$ cat config.mk
export PLATFORM = sky130hd
export DESIGN_NAME = alu
export DESIGN_NICKNAME = d
export VERILOG_FILES = /design/src/rtl/alu_pkg.sv /design/src/rtl/alu_adder.sv /design/src/rtl/alu.sv
export SDC_FILE = /design/constraint.sdc
export NUM_CORES = 1
export LEC_CHECK = 0
export ABC_AREA = 1
export ABC_CLOCK_PERIOD_IN_PS = 800
export BUFFER_PORTS_ARGS = -buffer_cell sky130_fd_sc_hd__buf_2
export CAP_MARGIN = 30
export CORE_MARGIN = 2
export CORE_UTILIZATION = 40
export CTS_CLUSTER_DIAMETER = 120
export DETAILED_ROUTE_END_ITERATION = 12
export PLACE_DENSITY = 0.73
export SLEW_MARGIN = 20
export SYNTH_ARGS = -nofsm -noshare
export SYNTH_HDL_FRONTEND = slang
export SYNTH_HIERARCHICAL = 1
export SYNTH_SLANG_ARGS = --single-unit
$ cat constraint.sdc
create_clock -name clk -period 0.8 [get_ports clk]
set_input_delay 0.04 -clock clk [delete_from_list [all_inputs] [get_ports clk]]
set_output_delay 0.04 -clock clk [all_outputs]
set_load 0.01 [all_outputs]
$ cat src/rtl/alu_pkg.sv
// rtl/alu_pkg.sv - shared opcode encoding and default width for the alu block
//
// Purpose: opcode enum and default operand width used by alu and alu_adder.
// Ports:   none (package).
package alu_pkg;

  localparam int ALU_DEFAULT_WIDTH = 4;

  typedef enum logic [3:0] {
    OP_AND  = 4'b0000,
    OP_OR   = 4'b0001,
    OP_XOR  = 4'b0010,
    OP_NOT  = 4'b0100,
    OP_NSHR = 4'b0101,
    OP_ADD  = 4'b1000,
    OP_ADDC = 4'b1001,
    OP_SUB  = 4'b1010
  } alu_op_e;

endpackage

$ cat src/rtl/alu_adder.sv
// rtl/alu_adder.sv - combinational W-bit adder with carry-out and signed overflow
//
// Purpose: shared adder for ADD, ADDC and SUB; the caller pre-inverts b and
//          forces cin=1 for subtraction.
// Ports:
//   i_a, i_b  [W-1:0] operands (i_b already inverted for SUB)
//   i_cin             carry-in
//   o_sum     [W-1:0] sum modulo 2^W
//   o_cout            bit W of the (W+1)-bit internal sum
//   o_of              signed overflow: operands share a sign the sum lacks
module alu_adder
  import alu_pkg::*;
#(
  parameter int W = ALU_DEFAULT_WIDTH
) (
  input  logic [W-1:0] i_a,
  input  logic [W-1:0] i_b,
  input  logic         i_cin,
  output logic [W-1:0] o_sum,
  output logic         o_cout,
  output logic         o_of
);

  logic [W:0] w_sum;

  assign w_sum  = {1'b0, i_a} + {1'b0, i_b} + {{W{1'b0}}, i_cin};
  assign o_sum  = w_sum[W-1:0];
  assign o_cout = w_sum[W];
  // With b pre-inverted for SUB this yields the subtract overflow rule too.
  assign o_of   = (i_a[W-1] == i_b[W-1]) && (w_sum[W-1] != i_a[W-1]);

endmodule

$ cat src/rtl/alu.sv
// rtl/alu.sv - registered ALU execution stage (one-cycle latency)
//
// Purpose: decodes a 4-bit opcode, computes result/carry/overflow
//          combinationally and registers them every cycle (no enable).
// Optional: ALU_ZERO_FLAG_EN adds a registered zero flag output.
// Ports:
//   clk               rising-edge clock
//   rst_n             asynchronous active-low reset
//   aluin_a, aluin_b  [WIDTH-1:0] operands
//   opcode            [3:0] operation select (see alu_pkg::alu_op_e)
//   cin               carry-in, used only by ADDC
//   alu_out           [WIDTH-1:0] registered result
//   cout              registered carry / shifted-out bit
//   of                registered signed overflow
//   zero              registered result==0 (ALU_ZERO_FLAG_EN only)
module alu
  import alu_pkg::*;
#(
  parameter int WIDTH = ALU_DEFAULT_WIDTH
) (
  input  logic             clk,
  input  logic             rst_n,
  input  logic [WIDTH-1:0] aluin_a,
  input  logic [WIDTH-1:0] aluin_b,
  input  logic [3:0]       opcode,
  input  logic             cin,
  output logic [WIDTH-1:0] alu_out,
  output logic             cout,
  output logic             of
`ifdef ALU_ZERO_FLAG_EN
  ,
  output logic             zero
`endif
);

  logic             w_is_sub;
  logic [WIDTH-1:0] w_add_b;
  logic             w_add_cin;
  logic [WIDTH-1:0] w_add_sum;
  logic             w_add_cout;
  logic             w_add_of;
  logic [WIDTH-1:0] w_not_a;
  logic [WIDTH-1:0] w_out;
  logic             w_cout;
  logic             w_of;

  assign w_is_sub  = (opcode == OP_SUB);
  // SUB is a + ~b + 1; ADD ignores cin so ADDC is the only consumer of it.
  assign w_add_b   = w_is_sub ? ~aluin_b : aluin_b;
  assign w_add_cin = w_is_sub ? 1'b1 : ((opcode == OP_ADDC) ? cin : 1'b0);
  assign w_not_a   = ~aluin_a;

  alu_adder #(.W(WIDTH)) u_adder (
    .i_a    (aluin_a),
    .i_b    (w_add_b),
    .i_cin  (w_add_cin),
    .o_sum  (w_add_sum),
    .o_cout (w_add_cout),
    .o_of   (w_add_of)
  );

  always_comb begin
    w_out  = '0;
    w_cout = 1'b0;
    w_of   = 1'b0;
    case (opcode)
      OP_ADD, OP_ADDC, OP_SUB: begin
        w_out  = w_add_sum;
        w_cout = w_add_cout;
        w_of   = w_add_of;
      end
      OP_AND: w_out = aluin_a & aluin_b;
      OP_OR:  w_out = aluin_a | aluin_b;
      OP_XOR: w_out = aluin_a ^ aluin_b;
      OP_NOT: w_out = w_not_a;
      OP_NSHR: begin
        w_out  = {1'b0, w_not_a[WIDTH-1:1]};
        w_cout = w_not_a[0];
      end
      default: ;
    endcase
  end

  always_ff @(posedge clk or negedge rst_n) begin
    if (!rst_n) begin
      alu_out <= '0;
      cout    <= 1'b0;
      of      <= 1'b0;
    end else begin
      alu_out <= w_out;
      cout    <= w_cout;
      of      <= w_of;
    end
  end

`ifdef ALU_ZERO_FLAG_EN
  always_ff @(posedge clk or negedge rst_n) begin
    if (!rst_n) begin
      zero <= 1'b0;
    end else begin
      zero <= (w_out == '0);
    end
  end
`endif

endmodule

-- Yosys cells after proc, flatten, opt, wreduce, memory -nomap -nowiden
Cells that the tools add are included.
- flip-flop bits (word level): 6
- bits of input ports: 15
- output and inout bits: 6
- logic and storage cells: 28
- add/subtract/negate cells: 2
- equality and inequality tests: 9
- mux-type cells: 6
- bitwise logic cells: 5
- reductions and logical operators: 3
- operators with widths (operator ; count):
    $pmux 4 s6 ; 1
    $eq 4x4->1 const B ; 3
    $eq 4x3->1 const B ; 2
    $not 4->4 ; 2
    $add 4x4->5 ; 1
    $add 5x1->5 ; 1
    $and 4x4->4 ; 1
    $eq 4x1->1 const B ; 1
    $eq 4x2->1 const B ; 1
    $logic_not 4->1 ; 1
    $mux 4 ; 1
    $or 4x4->4 ; 1
    $xor 4x4->4 ; 1
    $mux 1 ; 3
    $reduce_or 3->1 ; 1
    $pmux 1 s2 ; 1
    $eq 1x1->1 ; 1
    $logic_and 1x1->1 ; 1
    $ne 1x1->1 ; 1

-- Longest topological paths before layout
Gate-level depths: netlist (run 1).
- depth after elaboration: 7
- gate-level depth with buffers: 14
- gate-level depth less buffers: 14

-- Cells and area by module
Netlist (run 1), hierarchy kept.
- modules (own cells, without submodules) (module ; instances ; cells each ; area each (µm²) ; sequential area each (µm²)):
    alu ; 1 ; 90 ; 628.1 ; 150.1
    alu_adder ; 1 ; 27 ; 195.2 ; 0.0

-- Least setup slack after synthesis (run 1)
Ideal clock, no wire load.
- path kind: input to register
- start: in opcode[3]
- end: reg alu_out[1]
- library setup time: 0.065 ns
- data arrival time: 1.701 ns
- data required time: 0.735 ns
- setup slack: -0.966 ns
- cell stages on the path: 12
- buffers on the path: 0
- cell sequence: inv_1 > nor2_2 > nand2_2 > xor2_1 > fa_1 > inv_1 > fa_1 > inv_1 > nand3_1 > nand2_1 > nor2_1 > nand2_1
- word-level cells in the longest chain between the ends: 5
- elaborated cells on any way between the ends: 15
- those cells by class: 2 x add/sub; 7 x eq/ne; 4 x mux; 2 x reduce/logical
- RTL lines (what ; line ; source):
    start, declared ; alu.sv:25 ; input logic [3:0] opcode,
    $eq 4x4->1 ; alu.sv:47 ; assign w_is_sub = (opcode == OP_SUB);
    $mux 4 ; alu.sv:49 ; assign w_add_b = w_is_sub ? ~aluin_b : aluin_b;
    net w_add_b[0] ; alu.sv:37 ; logic [WIDTH-1:0] w_add_b;
    $add 4x4->5 ; alu_adder.sv:26 ; assign w_sum = {1'b0, i_a} + {1'b0, i_b} + {{W{1'b0}}, i_cin};
    $add 5x1->5 ; alu_adder.sv:26 ;
    net w_add_sum[1] ; alu.sv:39 ; logic [WIDTH-1:0] w_add_sum;
    $pmux 4 s6 ; alu.sv:66 ; case (opcode)
    net w_out[1] ; alu.sv:43 ; logic [WIDTH-1:0] w_out;
    end signal, assigned ; alu.sv:90 ; alu_out <= w_out;
    end, declared ; alu.sv:27 ; output logic [WIDTH-1:0] alu_out,
The timed path passes the listed nets, and every way through them passes these cells.

-- Worst setup path in the final report (run 1)
Same ends and word-level chain as after synthesis.

==> flow_summary.ini, run 1 <==
[layout]
nNetsFinal = 201
area_delta_synth_final_pct = 63.8
final_cells = 198
num_antenna_cells = 0
drive_gt1_frac = 0.515
finish.utilization = 0.695
fillers = 158
layout.area.seq_sq_um = 150
multi_input_area_sq_um = 667

[worst_setup_path]
worstPathArrival_ns = 1.64
critPathRequiredTime_ns = 0.92
crit_path_start_kind = primary input
cp-end-kind = register
critical_path_class = primary input to register
path_max_fanout = 4

[placement]
port_buffers = 20
gp_congestion = 0.879
dp.cells = 191
place_hpwl_um = 1750

[sta]
fin_crit_ns = 1.52
hold_viol_final = 0
tightest_slew_ns = 0.263
fmax_ghz = 0.660
setup_slack_ns = -0.715
finalSetupTns_ns = -3.60
period_share = 1.89
relSlewSlack = 0.825
hold-worst-slack_ns = 0.144
setup_viol = 6
drv_slew = 0
rsz0062_at_grt = yes

[yosys]
avgSynthCellArea_sq_um = 7.04
synth.most_common_cell = inv_1
syn_nets = 145
syn_area_sq_um = 823
synth_largest_area_cell = dfrtp_1
yosysWarnings = 6
synth_async_sr_flop_share = 1.00
yosysTopAreaCellShare = 0.182
synth_common_cells = inv_1 (22), nand3_1 (19), nand2_1 (18)
synthFlopType = dfrtp_1
ys_types = 22
netlist_instances = 117
synth_seq_cells = 6
seq_area_frac_synth = 0.182
synth_area_leaders = dfrtp_1 (18%), ha_1 (17%), nand3_1 (12%)
synth_edf_count = 0

[routing]
drcViolationCount = 0
drt-wirelength-per-cell_um = 10.9
ant_nets = 0
drtIter0Drc = 9
wl_um = 2150
viasPerCell = 4.68
vias = 927
drt_pass1_iterations = 2

[power_and_ir_drop]
internal-power_w = 0.000842
power_switching_w = 0.000459
power_density_nw_per_um2 = 965
cellLeakagePower_nw = 0.756
pwr-share-clk = 0.203
p_comb_frac = 0.537
power_switching_share = 0.353
ir_drop_v = 0.000606
finalPower_w = 0.00130
seqPwrFrac = 0.260

[grt]
grt_pass1_vias = 887
grt_first_pass_wirelength_um = 3470
grt_antenna_before_repair = 0
grtUsageTotal = 0.180
overflow = 0
grt_start_max_net_pins = 12

[clock_tree]
cts_buffer_depth = 2
cts_buffers = 3
cts_tree = yes
cts_root_buf = clkbuf_4
clkTransAtPathRegs_ns = 0.04
h-tree-depth = 1
cts.sink_count = 6

[outcome]
status = finished with violations
violations = setup timing

[die]
initial_utilization = 0.424
die_h_um = 49.4
ios = 21
core-area_sq_um = 1940
core.rowCount = 16
chipWidth_um = 49.4
die-area_sq_um = 2440

[worst_hold_path]
hp-class = primary input to async pin

[job]
drv_cap = 0
==> path summary, 6_finish.rpt <==
kind	to	start	cells past startpoint	slack (ns)
setup / recovery	alu_out[1]$_DFF_PN0_	opcode[3]	13	-0.72
min in group clk	cout$_DFF_PN0_	aluin_a[0]	3	0.15
max in group asynchronous	alu_out[2]$_DFF_PN0_	rst_n	2	0.52
hold / removal	alu_out[1]$_DFF_PN0_	rst_n	2	0.14
==> logic make-up after synthesis <==
| family | count (synthesis) | share of synthesized area |
|---|---|---|
| AO/OA/AOI/OAI | 8 | 0.0562 |
| XOR/XNOR | 5 | 0.0532 |
| adder cells (fa/ha/maj) | 13 | 0.216 |
| buffers and inverters | 25 | 0.119 |
| flip-flops | 6 | 0.182 |
| AND/OR/NAND/NOR | 60 | 0.374 |
==> flip-flops by register name (all words and copies together) (netlist names) <==
name	cells
of	1
alu_out	4
cout	1
==> cells in the final DEF, fill, tap and decap left out, types with 3 or more instances in the layout <==
master    Yosys  routed
buf_2         0      16
buf_4         1      31
clkbuf_4      0       3
dfrtp_1       6       6
ha_1         11      10
inv_1        22      17
inv_2         2       5
nand2_1      18      16
nand2_2       6       6
nand3_1      19      17
nand3_2       1       3
nor2_1        6       6
nor2_2        5       4
nor2_4        2       3
o21ai_1       4       5
xor2_2        0       3
==> layout make-up <==
cell class,instances,share of cell area
inverter,24,0.0742
sequential,6,0.111
clock buffer,3,0.0167
timing repair buffer,52,0.278
tap,27,0.0250
multi-input combinational,86,0.494
==> stage by stage <==
stage / setup WS (ns) / instance area (sq um)
after CTS: -0.694 / 1290
after floorplan: -0.827 / 853
after global routing: -0.792 / 1350
after detailed placement: -1.05 / 1190
final: -0.715 / 1350
after global placement: -0.979 / 1190
==> power by group through the flow <==
stage | Combinational (W) | Sequential (W) | Clock, W
after floorplan | 0.000296 | 0.000362 | 0
after global placement | 0.000550 | 0.000343 | 0
after detailed placement | 0.000575 | 0.000343 | 0
after CTS | 0.000632 | 0.000339 | 0.000278
after global routing | 0.000766 | 0.000340 | 0.000303
final | 0.000698 | 0.000339 | 0.000264
==> layer usage <==
metal,part of all wire,global-route usage,vias to the layer above,wire length (um)
met3,0.022,0.00920,4,47
met2,0.55,0.358,18,1190
li1,-,-,472,-
met1,0.41,0.197,433,881
met5,0,0,-,0
met4,0.016,0.0619,0,34
==> worst max-delay path: stages <==
cell     delay, ns
buf_8         0.09
inv_8         0.03
nor2_4        0.13
nand2_4       0.08
xor2_2        0.16
fa_2          0.23
inv_2         0.04
fa_2          0.53
inv_2         0.03
nand3_2       0.04
nand2_1       0.05
nor2_1        0.11
nand2_1       0.07
==> what timing repair did <==
item / in CTS / in global routing
hold endpoints to repair: 6 / 0
setup endpoints to repair: 6 / 6
buffers inserted: 2 / 1
cloned: 0 / 0
pin swaps: 15 / 9
hold buffers: 1 / 0
resized for setup: 13 / 11
Note: power is estimated with default switching activity, not from simulation.
==> inputs of run 2 (changes only) <==
--- a/config.mk
+++ b/config.mk
@@ -6,7 +6,7 @@
 export NUM_CORES = 1
 export LEC_CHECK = 0
 export ABC_AREA = 1
-export ABC_CLOCK_PERIOD_IN_PS = 800
+export ABC_CLOCK_PERIOD_IN_PS = 1960
 export BUFFER_PORTS_ARGS = -buffer_cell sky130_fd_sc_hd__buf_2
 export CAP_MARGIN = 30
 export CORE_MARGIN = 2
@@ -14,7 +14,7 @@
 export CTS_CLUSTER_DIAMETER = 120
 export DETAILED_ROUTE_END_ITERATION = 12
 export PLACE_DENSITY = 0.73
-export SLEW_MARGIN = 20
+export SKIP_CTS_REPAIR_TIMING = 1
 export SYNTH_ARGS = -nofsm -noshare
 export SYNTH_HDL_FRONTEND = slang
 export SYNTH_HIERARCHICAL = 1
==> constraint.sdc (replaced) <==
create_clock -name clk -period 1.96 [get_ports clk]
set_input_delay 0.098 -clock clk [delete_from_list [all_inputs] [get_ports clk]]
set_output_delay 0.098 -clock clk [all_outputs]
set_load 0.01 [all_outputs]
==> run 2 against run 1 <==
Net effect:
- the flow now finishes without violations
- sequential share of layout area grew 3.7 points
- cell count shrank 14%
- sequential cell count is the same
- wire length shrank 12%
- clock-buffer cell count is the same
- core utilization shrank 17 points
- worst setup slack gained 0.93 ns
- first-iteration DRC count grew 78%
- power shrank 66%
- clock power shrank 59%
- global-route usage shrank 1.3 points
- critical path type unchanged
- largest power group unchanged
==> flow_summary.ini, run 2 (synthesis gave the netlist of run 1 again) <==
[worst_setup_path]
path_max_fanout = 5
cp-end-kind = register
crit_buf_inv = 2
critical-path-max-stage-delay_ns = 0.40
cp_top_family = adder cells
crit_path_start_kind = primary input
crit_chain = buf_2 -> nor2_4 -> nand2_2 -> xor2_1 -> fa_1 -> inv_1 -> fa_1 -> o31ai_1 -> nand3_1 -> o21ai_0
critPathSlowestCell = fa_1
critPathRequiredTime_ns = 2.11
worstPathArrival_ns = 1.89
cp_common_cell = fa_1
critical_path_class = primary input to register

[die]
ios = 21
die-area_sq_um = 2440
chipWidth_um = 49.4
core.rowCount = 16
die_h_um = 49.4
core-area_sq_um = 1940
initial_utilization = 0.424

[clock_tree]
cts_buffers = 3
clkTransAtPathRegs_ns = 0.04
cts.sink_count = 6
cts_tree = yes
cts_buffer_depth = 2
h-tree-depth = 1
cts_root_buf = clkbuf_4

[outcome]
status = finished, final reports clean

[routing]
drt-wirelength-per-cell_um = 11.0
viasPerCell = 4.76
drt_pass1_iterations = 4
drcViolationCount = 0
vias = 814
ant_nets = 0
wl_um = 1880
drtIter0Drc = 16

[placement]
place_hpwl_um = 1600
port_buffers = 20
gp_congestion = 0.807
dp.cells = 167

[layout]
final_cells = 171
top_register = alu_out
largestRegisters = alu_out (4), cout (1), of (1)
largest_reg_flops = 4
layout_commonest_cell = inv_1
nNetsFinal = 174
drive_gt1_frac = 0.306
num_antenna_cells = 0
mostFrequentLayoutCells = inv_1 (22), buf_2 (20), nand3_1 (19)
area_delta_synth_final_pct = 22.9

[sta]
fmax_ghz = 0.575
drv_slew = 0
setup_viol = 0
period_share = 0.888
hold-worst-slack_ns = 0.148
relSlewSlack = 0.500
rsz0062_at_grt = no
hold_viol_final = 0
fin_crit_ns = 1.74
tightest_slew_ns = 0.747

[worst_hold_path]
hp-class = primary input to register

[power_and_ir_drop]
power_density_nw_per_um2 = 434
power_switching_w = 0.000159
seqPwrFrac = 0.315
cellLeakagePower_nw = 0.591
pwr-share-clk = 0.249
finalPower_w = 0.000439
p_comb_frac = 0.436
power_switching_share = 0.362
ir_drop_v = 0.000226
internal-power_w = 0.000280

[grt]
overflow = 0
grt_start_max_net_pins = 12
grtUsageTotal = 0.167
grt_first_pass_wirelength_um = 3190
grt_antenna_before_repair = 0
grt_pass1_vias = 785

[job]
drv_cap = 0
[run 2: changes by cell type in the layout (fill, tap and decap cells not counted), sizes merged]
cell / previous run / this run
buf: 51 / 24
[run 2: power groups by stage]
stage / combinational (W) / sequential (W) / clock (W)
after floorplan: 0.000115 / 0.000148 / 0
after global placement: 0.000182 / 0.000140 / 0
after detailed placement: 0.000190 / 0.000140 / 0
after CTS: 0.000191 / 0.000138 / 0.000117
after global routing: 0.000218 / 0.000139 / 0.000121
final: 0.000192 / 0.000138 / 0.000109
[run 2: layout make-up]
class | count | area [sq um]
fill | 210 | 930
multi-input combinational | 86 | 576
sequential | 6 | 150
timing repair buffer | 25 | 140
inverter | 24 | 90.1
tap | 27 | 33.8
clock buffer | 3 | 22.5
[run 2: layer usage]
| layer | wire, um | vias up | global-route usage |
|---|---|---|---|
| met1 | 811 | 376 | 0.182 |
| met5 | 0 | - | 0 |
| met2 | 1020 | 15 | 0.333 |
| met3 | 51 | 0 | 0.00920 |
| met4 | 0 | 0 | 0.0571 |
| li1 | - | 423 | - |
[run 2: path summary, 6_finish.rpt]
kind	startpoint	endpoint	slack, ns	cells after the start
max in group asynchronous	rst_n	alu_out[2]$_DFF_PN0_	1.61	2
min in group asynchronous	rst_n	cout$_DFF_PN0_	0.21	2
worst max-delay path	opcode[0]	cout$_DFF_PN0_	0.22	10
worst min-delay path	aluin_a[0]	cout$_DFF_PN0_	0.15	2
[run 2: through the flow]
stage               TNS (ns)  setup WS, ns  utilization  cell area (sq um)
floorplan                  0         0.136            -                823
global placement           0        0.0440        0.505                980
detailed placement   -0.0219       -0.0157        0.505                980
CTS                        0         0.226        0.516               1000
global route               0        0.0517        0.521               1010
finish                     0         0.219        0.521               1010
==> inputs of run 3 (changes only) <==
==> constraint.sdc (replaced) <==
create_clock -name clk -period 1.96 [get_ports clk]
set_input_delay 0.196 -clock clk [delete_from_list [all_inputs] [get_ports clk]]
set_output_delay 0.196 -clock clk [all_outputs]
set_load 0.01 [all_outputs]
==> run 3 against run 2 <==
Net effect:
- global-route usage rose by 0.39 points
- sequential share of layout area shrank 0.70 points
- first-iteration DRC count fell by 75%
- core utilization up 2.6 points
- die area did not move
- critical path depth rose by 2
- non-clock buffer count rose by 6
- hold slack better by 0.10 ns
- via count rose by 3.2%
- wire length is 4.6% lower
- sequential cell count did not move
- clock-buffer cell count unchanged
- critical path type unchanged
==> flow_summary.ini, run 3 (synthesis gave the netlist of run 1 again) <==
[worst_hold_path]
hp-class = primary input to register
holdPathStages = 2
whs_endpoint = cout$_DFF_PN0_
holdCritStartpoint = aluin_a[0]

[sta]
fmax_ghz = 0.561
hold_viol_final = 0
drv_slew = 0
period_share = 0.910
rsz0062_at_grt = no
fin_crit_ns = 1.78
relSlewSlack = 0.784
finalSetupTns_ns = 0
setup_viol = 0
setup_slack_ns = 0.176
tightest_slew_ns = 0.324
hold-worst-slack_ns = 0.252

[clock_tree]
cts_root_buf = clkbuf_4
h-tree-depth = 1
cts_buffers = 3
clkTransAtPathRegs_ns = 0.04
cts.sink_count = 6
cts_tree = yes
cts_buffer_depth = 2

[layout]
mostFrequentLayoutCells = inv_1 (22), buf_2 (20), nand3_1 (19)
top_register = alu_out
final_cells = 177
layout_commonest_cell = inv_1
nNetsFinal = 180
largest_reg_flops = 4
fillers = 204
multi_input_area_sq_um = 581
drive_gt1_frac = 0.340
layout.area.seq_sq_um = 150
num_antenna_cells = 0
area_delta_synth_final_pct = 29.0
largestRegisters = alu_out (4), cout (1), of (1)

[worst_setup_path]
path_max_fanout = 3
critical-path-max-stage-delay_ns = 0.41
crit_path_start_kind = primary input
crit_chain = buf_2 -> nor2_2 -> nand2_2 -> xor2_1 -> fa_1 -> inv_1 -> fa_1 -> xnor2_1 -> nand3_1 -> o21ai_1 -> inv_1 -> nand2_1
critical_path_class = primary input to register
crit_start = opcode[2]
worstPathArrival_ns = 1.96
critPathSlowestCell = fa_1
cp-end-kind = register
critPathRequiredTime_ns = 2.13

[die]
ios = 21
die_h_um = 49.4
core-area_sq_um = 1940
initial_utilization = 0.424
chipWidth_um = 49.4
core.rowCount = 16
die-area_sq_um = 2440

[placement]
port_buffers = 20
post-place-ws_ns = -0.0775
place_hpwl_um = 1580
gp_congestion = 0.862
dp.cells = 173

[power_and_ir_drop]
power_density_nw_per_um2 = 420
cellLeakagePower_nw = 0.622
ir_drop_v = 0.000237
finalPower_w = 0.000446

[grt]
grt_pass1_vias = 830
grtUsageTotal = 0.171
grt_start_max_net_pins = 12
overflow = 0
grt_first_pass_wirelength_um = 3270
grt_antenna_before_repair = 0

[routing]
drcViolationCount = 0
ant_nets = 0
drt-wirelength-per-cell_um = 10.1
drt_pass1_iterations = 4
wl_um = 1800
vias = 840
drtIter0Drc = 4
viasPerCell = 4.75

[outcome]
status = finished, final reports clean

[job]
drv_cap = 0
## run 3: power breakdown
part	internal (W)	switching, W
clock network	0.0000687	0.0000367
registers	0.000136	0.00000229
logic	0.0000842	0.000118
total	0.000289	0.000157
## run 3: how the worst max path moves through the flow
stage | to | slack, ns
CTS | cout$_DFF_PN0_ | 0.17
finish | alu_out[2]$_DFF_PN0_ | 0.18
detailed placement | cout$_DFF_PN0_ | -0.08
floorplan | alu_out[1]$_DFF_PN0_ | 0.04
global route | alu_out[2]$_DFF_PN0_ | 0.007
global placement | alu_out[1]$_DFF_PN0_ | 0.006
## run 3: per-layer routing
layer  track usage  vias to the layer above  part of all wire
met5             0                        -                 0
met3        0.0307                        2             0.040
met1         0.192                      387              0.43
met2         0.297                       19              0.52
met4         0.105                        0            0.0045
li1              -                      432                 -
## run 3: critical path, delay by kind of cell
family,cells,cell delay (ns)
AOI/OAI and AO/OA,1,0.09
xor gates and xnor gates,2,0.38
and+or+nand+nor,4,0.43
adders and majority gates,2,0.64
buffers and inverters,3,0.22
## run 3: cell type report
type / instances / share of cell area
multi-input cells: 86 / 0.547
repair buffers: 31 / 0.174
flip-flops and latches: 6 / 0.141
inverters: 24 / 0.0848
well taps: 27 / 0.0318
clock buffers: 3 / 0.0212
## run 3: stage by stage
| step | utilization | area (sq um) |
|---|---|---|
| finish | 0.547 | 1060 |
| global route | 0.547 | 1060 |
| CTS | 0.539 | 1050 |
| floorplan | - | 823 |
| global placement | 0.528 | 1020 |
| detailed placement | 0.528 | 1020 |
